[config.mk]
export PLATFORM = sky130hd
export DESIGN_NAME = sll32_seq_flat
export DESIGN_NICKNAME = d
export VERILOG_FILES = /design/src/rtl/sll32_seq_if.sv /design/src/rtl/sll32_seq.sv /design/src/flat_wrapper.sv
export SDC_FILE = /design/constraint.sdc
export NUM_CORES = 1
export LEC_CHECK = 0
export CELL_PAD_IN_SITES_DETAIL_PLACEMENT = 1
export CELL_PAD_IN_SITES_GLOBAL_PLACEMENT = 1
export CORE_UTILIZATION = 35
export CTS_CLUSTER_DIAMETER = 30
export DETAILED_ROUTE_END_ITERATION = 8
export DONT_BUFFER_PORTS = 1
export PLACE_DENSITY = 0.63
export SLEW_MARGIN = 30
export SYNTH_ARGS = -nofsm -noshare
export SYNTH_HDL_FRONTEND = slang
export SYNTH_SLANG_ARGS = --single-unit
export TNS_END_PERCENT = 20
[constraint.sdc]
create_clock -name clk -period 1.5 [get_ports clk]
set_clock_uncertainty 0.2 [all_clocks]
set_input_delay 0.3 -clock clk [delete_from_list [all_inputs] [get_ports clk]]
set_output_delay 0.3 -clock clk [all_outputs]
set_load 0.01 [all_outputs]
[src/rtl/sll32_seq_if.sv]
// sll32_seq_if: start/done handshake bundle for the multi-cycle left shifter.
//   start  - request, sampled only while the shifter is idle
//   A      - 32-bit operand, latched with start
//   shift  - 5-bit shift amount, latched with start
//   busy   - high while iterating
//   done   - one-cycle pulse, res valid while high
//   res    - 32-bit result register
// master: the requester (ALU control); slave: the shifter.
interface sll32_seq_if;
  logic        start;
  logic [31:0] A;
  logic [4:0]  shift;
  logic        busy;
  logic        done;
  logic [31:0] res;

  modport master (output start, A, shift, input busy, done, res);
  modport slave  (input start, A, shift, output busy, done, res);
endinterface

[src/rtl/sll32_seq.sv]
// sll32_seq: multi-cycle logical left shifter, res = A << shift, zero fill.
// Ports:
//   clk    - rising-edge clock
//   rst_n  - asynchronous active-low reset
//   bus    - sll32_seq_if.slave (start, A, shift in; busy, done, res out)
// Build option: define SLL32_SEQ_RADIX4_EN to shift by 4 per cycle while at
// least 4 positions remain, cutting worst-case latency from 31 to 10 steps.
module sll32_seq (
  input  logic        clk,
  input  logic        rst_n,
  sll32_seq_if.slave  bus
);
  typedef enum logic [1:0] {
    IDLE  = 2'd0,
    SHIFT = 2'd1,
    DONE  = 2'd2
  } state_t;

  state_t      r_state;
  logic [31:0] r_acc;
  logic [4:0]  r_cnt;
  logic        r_busy;
  logic        r_done;

  logic [31:0] w_acc_nxt;
  logic [4:0]  w_cnt_nxt;
  logic        w_last;

  // One SHIFT-cycle step; the last step is the one that empties cnt.
  always_comb begin
    w_acc_nxt = r_acc << 1;
    w_cnt_nxt = r_cnt - 5'd1;
`ifdef SLL32_SEQ_RADIX4_EN
    if (r_cnt >= 5'd4) begin
      w_acc_nxt = r_acc << 4;
      w_cnt_nxt = r_cnt - 5'd4;
    end
`endif
    w_last = (w_cnt_nxt == 5'd0);
  end

  // busy/done are registered alongside the state so they track it exactly.
  always_ff @(posedge clk or negedge rst_n) begin
    if (!rst_n) begin
      r_state <= IDLE;
      r_acc   <= '0;
      r_cnt   <= '0;
      r_busy  <= 1'b0;
      r_done  <= 1'b0;
    end else begin
      case (r_state)
        IDLE: begin
          if (bus.start) begin
            r_acc <= bus.A;
            r_cnt <= bus.shift;
            if (bus.shift != 5'd0) begin
              r_state <= SHIFT;
              r_busy  <= 1'b1;
            end else begin
              r_state <= DONE;
              r_done  <= 1'b1;
            end
          end
        end
        SHIFT: begin
          r_acc <= w_acc_nxt;
          r_cnt <= w_cnt_nxt;
          if (w_last) begin
            r_state <= DONE;
            r_busy  <= 1'b0;
            r_done  <= 1'b1;
          end
        end
        DONE: begin
          r_state <= IDLE;
          r_done  <= 1'b0;
        end
        default: begin
          r_state <= IDLE;
          r_busy  <= 1'b0;
          r_done  <= 1'b0;
        end
      endcase
    end
  end

  assign bus.busy = r_busy;
  assign bus.done = r_done;
  assign bus.res  = r_acc;
endmodule

[src/flat_wrapper.sv]
// flat-port wrapper written by rule: the top's interface ports become plain ports
module sll32_seq_flat 
  (clk, rst_n, bus_start, bus_A, bus_shift, bus_busy, bus_done, bus_res);
  sll32_seq_if bus_i ();
  input  logic clk;
  input  logic rst_n;
  input wire logic [$bits(bus_i.start)-1:0] bus_start;
  input wire logic [$bits(bus_i.A)-1:0] bus_A;
  input wire logic [$bits(bus_i.shift)-1:0] bus_shift;
  output wire logic [$bits(bus_i.busy)-1:0] bus_busy;
  output wire logic [$bits(bus_i.done)-1:0] bus_done;
  output wire logic [$bits(bus_i.res)-1:0] bus_res;
  assign bus_i.start = bus_start;
  assign bus_i.A = bus_A;
  assign bus_i.shift = bus_shift;
  assign bus_busy = bus_i.busy;
  assign bus_done = bus_i.done;
  assign bus_res = bus_i.res;
  sll32_seq u_core (.clk(clk), .rst_n(rst_n), .bus(bus_i));
endmodule
==> flow_metrics.tcl <==
set metrics [dict create \
    hold_class "in -> reg" \
    path_cells "or4_4 -> nand4_1 -> o221ai_2" \
    yosys_warnings 0 \
    hp-start "bus_A[8]" \
    wirelength_um 5354 \
    min_to "u_core.bus.res[8]" \
    ios 74 \
    h-tree-depth 2 \
    multi_input_area_um2 1033 \
    firstDrtPassIters 3 \
    start_util_pct 36.68 \
    num_vias 1585 \
    violations "negative hold slack, negative setup slack" \
    ant_nets 0 \
    max_freq_ghz 0.6393 \
    nFillCells 611 \
    period_needed_ns 1.564 \
    clk_pin_slew_ns 0.08 \
    final_common_cell "dfrtp_1" \
    p_total_mw 6.421 \
    grt_max_degree 42 \
    n_antenna_cell 0 \
    cp_num_cells 3 \
    setup.worst_path.start_class "register" \
    fin_nets 269 \
    cts.sinks 41 \
    die_height_um 78.43 \
    antenna_found_initial 0 \
    ys_top_cells_by_area "dfrtp_1 50%, mux2i_1 16%, o21ai_0 8.1%, nand2_1 6.1%, buf_2 1.5%" \
    rsz0062_at_grt "yes" \
    irDropWorstVdd_uv 924.4 \
    slew_viol_final 0 \
    grt.met3_usage_pct 4.651 \
    hold_viol_final 8 \
    seq_area_frac_synth_pct 50.18 \
    cap_viol_max_count 0 \
    fin_util_pct 47.63 \
    use_met1_pct 20.27 \
    power.leakage_nw 1.199 \
    syn_inst 200 \
    overflow 0 \
    setup_viol 20 \
    cpMaxStageDelayCell "or4_4" \
    arrival_ns 1.55 \
    maxSlewHeadroom_pct 76.31 \
    cp-end-kind "register" \
    yosysTopAreaCellShare_pct 50.18 \
    fp-row-count 27 \
    clock_latency_ns 0.30 \
    wl_per_cell_um 17.85 \
    syn_nets 242 \
    hold_depth 2 \
    drc 0 \
    met2_usage_pct 30.35 \
    grt_pass1_wl_um 8266 \
    fp.dieW_um 78.43 \
    grt_usage_pct 17.59 \
    cts_root_buf "clkbuf_8" \
    worstPathRequired_ns 1.48 \
    yosys.area.top_type "dfrtp_1" \
    final_cell_mix "38 x dfrtp_1, 33 x nand2_1, 31 x mux2i_1" \
    synth_area_um2 2044 \
    dp_hpwl_um 3689 \
    r2r-end "u_core.bus.done" \
    holdWs_ns -0.009638 \
    reg2reg_setup_slack_ns -0.06 \
    syn_avg_cell_area_um2 10.22 \
    reg2reg_from "u_core.r_cnt[2]" \
    gp_congestion 0.8353 \
    p_per_area_nw_per_um2 2418 \
    grt_pass1_vias 1675 \
    cts_tree "done" \
    syn_to_final_growth_pct 29.87 \
    fin_crit_sh_pct 104.3 \
    io_buffers 0 \
    drive_gt1_share_pct 24.56 \
    cts_buffers 5 \
    dp_slack_ns -0.2514 \
    drtIter0Drc 37 \
    crit_fanout 3 \
    synth.distinct_cells 33 \
    core_area_um2 5574 \
    clockBufferDepth 2 \
    crit_type "reg -> reg" \
    worst_slew_pin_slew_ns 0.3516 \
    ff_latch_area_um2 1030 \
    synth.ff_latch_count 41 \
    cp_top_family "simple AND/OR/NAND/NOR gates" \
    top_usage_layer "met2" \
    rr_worst_depth 3 \
    dieArea_um2 6151 \
    finalWorstSetupSlack_ns -0.06427 \
    vias_per_cell 5.283 \
    crit_buf_inv 0 \
    status "finished, violations left" \
    critPathMaxStageDelay_ns 0.52 \
]
[state kept, by name, indices dropped and copies added (netlist names)]
name and flops:
u_core.bus.busy 1, u_core.bus.done 1, u_core.bus.res 32, u_core.r_cnt 5, u_core.r_state 2
[metrics by stage]
| stage | hold WS, ns | cell area (µm²) | setup TNS [ns] | instances |
|---|---|---|---|---|
| after global placement | -0.1942 | 2225 | -1.887 | 272 |
| final | -0.009638 | 2655 | -0.4642 | 300 |
| after detailed placement | -0.1943 | 2225 | -3.946 | 272 |
| after CTS | 0.00002598 | 2525 | -0.4435 | 293 |
| after global routing | 0.002875 | 2655 | -2.399 | 300 |
| after floorplan | -0.1956 | 2044 | -0.3698 | 200 |
[layout make-up]
class	instances	area share, %
Clock buffer	6	3.110
Clock inverter	2	1.414
Tap cell	72	3.393
Timing Repair Buffer	35	13.52
Inverter	6	0.8483
Multi-Input combinational cell	138	38.93
Sequential cell	41	38.78
[power by group]
group	total [mW]	leakage [nW]	switching [mW]	internal [mW]
Sequential	2.46	0.494	0.790	1.67
Combinational	3.03	0.648	1.47	1.55
Clock	0.935	0.0574	0.394	0.541
Total	6.42	1.20	2.65	3.77
[synth_stat cells]
| cell type | n |
|---|---|
| o21bai_2 | 1 |
| nand3_1 | 1 |
| or4_4 | 2 |
| mux2i_1 | 32 |
| o311a_1 | 1 |
| clkbuf_1 | 6 |
| nand2_1 | 33 |
| inv_1 | 6 |
| o221ai_2 | 1 |
| and4_1 | 1 |
| xnor2_1 | 1 |
| a21boi_0 | 1 |
| a22o_1 | 1 |
| or4_1 | 1 |
| nor2_1 | 1 |
| buf_4 | 3 |
| nand4_1 | 1 |
| nor2b_1 | 4 |
| dfrtp_1 | 41 |
| nand3b_1 | 1 |
| a21oi_1 | 3 |
| and3b_1 | 1 |
| o221ai_1 | 2 |
| nor3b_1 | 3 |
| o21ai_1 | 2 |
| o21ai_0 | 33 |
| o21ai_2 | 1 |
| nand2b_1 | 3 |
| buf_2 | 6 |
| ha_1 | 2 |
| o211ai_1 | 3 |
| o31ai_1 | 1 |
| or2b_1 | 1 |
[cells by family after synthesis]
kind of cell             synth area share (%)
buffers and inverters                   4.773
multiplexers                            15.67
flip-flops                              50.18
adder cells (fa/ha/maj)                 1.224
XOR/XNOR                               0.4285
AND/OR/NAND/NOR                         13.10
AO/OA/AOI/OAI                           14.63
[worst max path at each step]
stage / to / slack (ns) / from
after floorplan: u_core.bus.done / -0.1 / bus_shift[0]
after global placement: u_core.bus.done / -0.11 / bus_shift[0]
after detailed placement: u_core.r_cnt[4] / -0.25 / u_core.r_cnt[0]
after CTS: u_core.bus.done / -0.09 / u_core.r_state[1]
after global routing: u_core.r_cnt[4] / -0.13 / u_core.r_cnt[0]
final: u_core.bus.done / -0.06 / u_core.r_cnt[2]
[per-layer routing]
layer / wire, µm / vias to the layer above
met5: 0 / -
met4: 146 / 0
met3: 310 / 12
met2: 2759 / 60
met1: 2137 / 761
li1: - / 752
[repair_timing]
action                                 in CTS  in global routing
endpoints found under the hold margin      49                  4
cloned                                      0                  0
hold buffers                                9                  4
buffers inserted                            4                  3
gates resized for setup                    22                 35
pin swaps                                   5                  4
setup endpoints to repair                  41                 41
Power figures use the tool's default switching activity.
